`config.mk`:
```
export PLATFORM = sky130hd
export DESIGN_NAME = if_stage_flat
export DESIGN_NICKNAME = d
export VERILOG_FILES = /design/src/rtl/if_stage_if.sv /design/src/rtl/if_stage.sv /design/src/flat_wrapper.sv
export SDC_FILE = /design/constraint.sdc
export NUM_CORES = 1
export LEC_CHECK = 0
export BUFFER_PORTS_ARGS = -buffer_cell sky130_fd_sc_hd__buf_2
export CELL_PAD_IN_SITES_DETAIL_PLACEMENT = 0
export CELL_PAD_IN_SITES_GLOBAL_PLACEMENT = 2
export CORE_ASPECT_RATIO = 0.9
export CORE_MARGIN = 2
export CORE_UTILIZATION = 29
export CTS_CLUSTER_SIZE = 8
export DETAILED_ROUTE_END_ITERATION = 8
export HOLD_SLACK_MARGIN = 0.06
export PLACE_DENSITY = 0.77
export SETUP_SLACK_MARGIN = 0.1
export SYNTH_ARGS = -nofsm -noshare
export SYNTH_HDL_FRONTEND = slang
export SYNTH_SLANG_ARGS = --single-unit
```
`constraint.sdc`:
```
create_clock -name clk -period 2.75 [get_ports clk]
set_input_delay 0.4125 -clock clk [delete_from_list [all_inputs] [get_ports clk]]
set_output_delay 0.4125 -clock clk [all_outputs]
set_load 0.01 [all_outputs]
```
`src/rtl/if_stage_if.sv`:
```
// Bundle of control, instruction-memory and IF/ID signals around the fetch stage.
// master = the fetch stage itself, slave = hazard control / memory / decode side.
interface if_stage_if;
  logic        stall;
  logic        flush;
  logic        br_taken;
  logic [31:0] br_target;
  logic        jump;
  logic [31:0] jump_target;
  logic [31:0] imem_addr;
  logic [31:0] imem_data;
  logic [31:0] ifid_pc;
  logic [31:0] ifid_pc4;
  logic [31:0] ifid_inst;
  logic        ifid_valid;
  logic        fault;

  modport master (
    input  stall, flush, br_taken, br_target, jump, jump_target, imem_data,
    output imem_addr, ifid_pc, ifid_pc4, ifid_inst, ifid_valid, fault
  );

  modport slave (
    output stall, flush, br_taken, br_target, jump, jump_target, imem_data,
    input  imem_addr, ifid_pc, ifid_pc4, ifid_inst, ifid_valid, fault
  );
endinterface

```
`src/rtl/if_stage.sv`:
```
// MIPS instruction-fetch stage: PC register, IF/ID pipeline register and a
// run/fault machine that stops fetching once the PC leaves the legal range.
module if_stage #(
  parameter logic [31:0] RESET_PC  = 32'h0000_0000,
  parameter int          ADDR_BITS = 10
) (
  input  logic       clk,
  input  logic       rst_n,
  if_stage_if.master bus
);

  typedef enum logic {RUN, FAULT} state_t;

  state_t      state_reg, state_next;
  logic [31:0] pc_reg, pc_next;
  logic [31:0] ifid_pc_reg, ifid_pc_next;
  logic [31:0] ifid_pc4_reg, ifid_pc4_next;
  logic [31:0] ifid_inst_reg, ifid_inst_next;
  logic        ifid_valid_reg, ifid_valid_next;
  logic        pc_illegal;
  logic        redirect;
  logic        bubble;
  logic        fetch;

  assign pc_illegal = (pc_reg[1:0] != 2'b00) || (pc_reg[31:ADDR_BITS+2] != '0);
  assign redirect   = bus.br_taken || bus.jump;

  always_ff @(posedge clk or negedge rst_n) begin
    if (!rst_n) begin
      state_reg      <= RUN;
      pc_reg         <= RESET_PC;
      ifid_pc_reg    <= 32'h0;
      ifid_pc4_reg   <= 32'h0;
      ifid_inst_reg  <= 32'h0;
      ifid_valid_reg <= 1'b0;
    end else begin
      state_reg      <= state_next;
      pc_reg         <= pc_next;
      ifid_pc_reg    <= ifid_pc_next;
      ifid_pc4_reg   <= ifid_pc4_next;
      ifid_inst_reg  <= ifid_inst_next;
      ifid_valid_reg <= ifid_valid_next;
    end
  end

  always_comb begin
    state_next = state_reg;
    pc_next    = pc_reg;
    bubble     = 1'b0;
    fetch      = 1'b0;
    case (state_reg)
      RUN: begin
        if (bus.br_taken)   pc_next = bus.br_target;
        else if (bus.jump)  pc_next = bus.jump_target;
        else if (!bus.stall) pc_next = pc_reg + 32'd4;

        // Redirects and flush kill the fetched word even under stall.
        if (redirect || bus.flush) bubble = 1'b1;
        else if (!bus.stall) begin
          fetch  = !pc_illegal;
          bubble = pc_illegal;
        end

        // A stall never hides an illegal PC.
        if (pc_illegal) state_next = FAULT;
      end
      FAULT:   bubble = 1'b1;
      default: state_next = RUN;
    endcase
  end

  always_comb begin
    ifid_pc_next    = ifid_pc_reg;
    ifid_pc4_next   = ifid_pc4_reg;
    ifid_inst_next  = ifid_inst_reg;
    ifid_valid_next = ifid_valid_reg;
    if (bubble) begin
      ifid_pc_next    = 32'h0;
      ifid_pc4_next   = 32'h0;
      ifid_inst_next  = 32'h0;
      ifid_valid_next = 1'b0;
    end else if (fetch) begin
      ifid_pc_next    = pc_reg;
      ifid_pc4_next   = pc_reg + 32'd4;
      ifid_inst_next  = bus.imem_data;
      ifid_valid_next = 1'b1;
    end
  end

  assign bus.imem_addr  = pc_reg;
  assign bus.ifid_pc    = ifid_pc_reg;
  assign bus.ifid_pc4   = ifid_pc4_reg;
  assign bus.ifid_inst  = ifid_inst_reg;
  assign bus.ifid_valid = ifid_valid_reg;
  assign bus.fault      = (state_reg == FAULT);

endmodule

```
`src/flat_wrapper.sv`:
```
// flat-port wrapper written by rule: the top's interface ports become plain ports
module if_stage_flat 
#(
  parameter logic [31:0] RESET_PC  = 32'h0000_0000,
  parameter int          ADDR_BITS = 10
)
  (clk, rst_n, bus_stall, bus_flush, bus_br_taken, bus_br_target, bus_jump, bus_jump_target, bus_imem_data, bus_imem_addr, bus_ifid_pc, bus_ifid_pc4, bus_ifid_inst, bus_ifid_valid, bus_fault);
  if_stage_if bus_i ();
  input  logic clk;
  input  logic rst_n;
  input wire logic [$bits(bus_i.stall)-1:0] bus_stall;
  input wire logic [$bits(bus_i.flush)-1:0] bus_flush;
  input wire logic [$bits(bus_i.br_taken)-1:0] bus_br_taken;
  input wire logic [$bits(bus_i.br_target)-1:0] bus_br_target;
  input wire logic [$bits(bus_i.jump)-1:0] bus_jump;
  input wire logic [$bits(bus_i.jump_target)-1:0] bus_jump_target;
  input wire logic [$bits(bus_i.imem_data)-1:0] bus_imem_data;
  output wire logic [$bits(bus_i.imem_addr)-1:0] bus_imem_addr;
  output wire logic [$bits(bus_i.ifid_pc)-1:0] bus_ifid_pc;
  output wire logic [$bits(bus_i.ifid_pc4)-1:0] bus_ifid_pc4;
  output wire logic [$bits(bus_i.ifid_inst)-1:0] bus_ifid_inst;
  output wire logic [$bits(bus_i.ifid_valid)-1:0] bus_ifid_valid;
  output wire logic [$bits(bus_i.fault)-1:0] bus_fault;
  assign bus_i.stall = bus_stall;
  assign bus_i.flush = bus_flush;
  assign bus_i.br_taken = bus_br_taken;
  assign bus_i.br_target = bus_br_target;
  assign bus_i.jump = bus_jump;
  assign bus_i.jump_target = bus_jump_target;
  assign bus_i.imem_data = bus_imem_data;
  assign bus_imem_addr = bus_i.imem_addr;
  assign bus_ifid_pc = bus_i.ifid_pc;
  assign bus_ifid_pc4 = bus_i.ifid_pc4;
  assign bus_ifid_inst = bus_i.ifid_inst;
  assign bus_ifid_valid = bus_i.ifid_valid;
  assign bus_fault = bus_i.fault;
  if_stage #(.RESET_PC(RESET_PC), .ADDR_BITS(ADDR_BITS)) u_core (.clk(clk), .rst_n(rst_n), .bus(bus_i));
endmodule
```
==> results.json <==
{
  "status": "finished, final reports clean",
  "clock.fmax_mhz": 412,
  "grt_pass1_vias": 5159,
  "p_leak_nw": 4.04,
  "r2r_cells": 6,
  "routed_wl_mm": 18.6,
  "fp-row-count": 48,
  "worstSetupStartpointType": "flop",
  "syn_area_um2": 5770,
  "ys_ff_latch": 128,
  "ys.flop_type": "dfrtp_1",
  "hold_class": "input pin to flop",
  "routed-wl-met3_mm": 1.46,
  "final_common_cell": "buf_2",
  "placed_area_um2": 7200,
  "ant_nets": 0,
  "core_area_um2": 19300,
  "die_x_um": 153,
  "syn_to_final_growth_pct": 35.9,
  "period_needed_ps": 2430,
  "path_clk_slew_ps": 60,
  "start_util": 0.298,
  "dieArea_um2": 21000,
  "reg2reg_from": "u_core.bus.imem_addr[2]",
  "hold_start": "bus_imem_data[15]",
  "wl_met1_mm": 8.61,
  "tightest_slew_ps": 704,
  "yosysSeqAreaShare": 0.555,
  "slew_headroom": 0.531,
  "required_ps": 3100,
  "synthTopCellsByArea": "dfrtp_1, a22o_1, and2_1",
  "netlist_instances": 523,
  "startpoint": "u_core.bus.imem_addr[2]",
  "fin_crit_sh": 0.882,
  "first_pass_iters": 4,
  "synth_top_area_frac": 0.555,
  "grt_pass1_wl_mm": 29.5,
  "route.top_layer_used": "met4",
  "ctsHoldBuffers": 1,
  "vias": 5114,
  "diodes": 0,
  "fin_skew_ps": 9.44,
  "holdPathStages": 2,
  "rsz0062_at_grt": "false",
  "synth_top_cell_by_area": "dfrtp_1",
  "io_pins": 232,
  "nets": 854,
  "power_density_nw_per_um2": 609,
  "drcViolationCount": 0,
  "dieHeight_um": 138,
  "hpwl_mm": 13.4,
  "clock-sinks": 128,
  "crit_type": "flop to flop",
  "cts_resized": 0,
  "setup_viol": 0,
  "total_power_mw": 4.77,
  "cts_root_buf": "clkbuf_16",
  "async_flop_share": 1.00,
  "drt_iter0_drc": 255,
  "final_area_um2": 7840,
  "synth_edf_count": 0,
  "viasPerCell": 5.04,
  "route.met2.wl_mm": 8.35,
  "track_usage": 0.179,
  "ys_warn_count": 0,
  "wl_per_cell_um": 18.4,
  "synth_cell_types": 56,
  "cts_buffers": 17,
  "hold_viol": 0,
  "port_buffers": 231,
  "endpoint_kind": "flop",
  "slew_violations": 0,
  "cts_tree": "done",
  "fin_setup_tns_ps": 0,
  "avgSynthCellArea_um2": 11.0,
  "crit_arrival_ps": 2780,
  "cp_max_fo": 9,
  "clock_latency_ps": 420,
  "antenna_found_initial": 0,
  "maxCapViolations": 0,
  "clock_path_buffers": 2,
  "irDropWorstVdd_v": 0.000295,
  "post_route_cells_drive_above_1_share": 0.382,
  "final_cell_mix": "buf_2, dfrtp_1, a22o_1, and2_1, o21ai_0",
  "place_congestion": 0.810,
  "synth_nets": 626,
  "grt-ovfl-total": 0,
  "postCtsSetupBuffers": 0,
  "grt_max_degree": 96,
  "htree_num_levels": 4
}
[cell usage after synthesis, types with 3 or more instances]
library cell,n
buf_2,6
xor2_1,5
xnor2_1,4
a21oi_1,17
a222oi_1,7
mux2i_1,5
nand3_1,9
nand2_1,25
dfrtp_1,128
o21ai_0,35
buf_4,7
a22o_1,54
nor4_1,9
buf_6,5
nor3_1,9
a31oi_1,4
nand2b_1,3
o22ai_1,7
nand4_1,11
a22oi_1,16
o211ai_1,4
nor2_1,19
inv_1,10
or4_1,3
and4_1,3
and2_1,44
and3_1,9
nor2b_1,4
clkbuf_1,25
a21o_1,3
o31a_1,4
[where the power goes]
| group | total [mW] | internal, mW | leakage [nW] | switching (mW) |
|---|---|---|---|---|
| Sequential | 2.00 | 1.92 | 1.69 | 0.0794 |
| Clock | 2.39 | 1.49 | 0.307 | 0.898 |
| Combinational | 0.381 | 0.166 | 2.04 | 0.215 |
[cell families after synthesis]
logic type	synth area share
AOI/OAI and AO/OA	0.207
and+or+nand+nor	0.166
DFF	0.555
buffers and inverters	0.0475
xor gates and xnor gates	0.0137
muxes	0.00868
adders and majority gates	0.00217
[path summary, 6_finish.rpt]
check,to,slack (ps)
min reg2reg,u_core.bus.ifid_valid,470
min in group asynchronous,u_core.bus.ifid_pc4[15],600
max in group asynchronous,u_core.bus.ifid_pc[29],1460
min,u_core.bus.ifid_inst[15],210
max reg2reg,u_core.bus.imem_addr[24],320
max,u_core.bus.imem_addr[24],320
[critical path, cell delays in order (launching register included)]
cell     delay (ps)
dfrtp_1         470
ha_1            290
nand3_4         160
nor4_4          670
nand3_2         220
or4_1           450
nand3_1         100
[metrics by stage]
step                setup slack [ps]   util  hold slack [ps]  instances
floorplan                        724      -              117        523
global placement                 479  0.373              457        981
detailed placement               376  0.373              463        981
CTS                              325  0.406              187       1014
global route                     229  0.406              193       1014
finish                           324  0.406              210       1014
[layout make-up]
| class | instances | area (um^2) |
|---|---|---|
| Clock buffer | 19 | 453 |
| Sequential cell | 128 | 3200 |
| Fill cell | 1866 | 11500 |
| Clock inverter | 13 | 175 |
| Inverter | 10 | 37.5 |
| Tap cell | 250 | 313 |
| Timing Repair Buffer | 253 | 1370 |
| Multi-Input combinational cell | 341 | 2290 |
[routing by layer]
layer  global-route usage  vias up
met3               0.0569       16
li1                     -     2400
met1                0.249     2478
met5                    0        -
met2                0.268      220
met4               0.0520        0
Note: power is estimated with default switching activity, not from simulation.
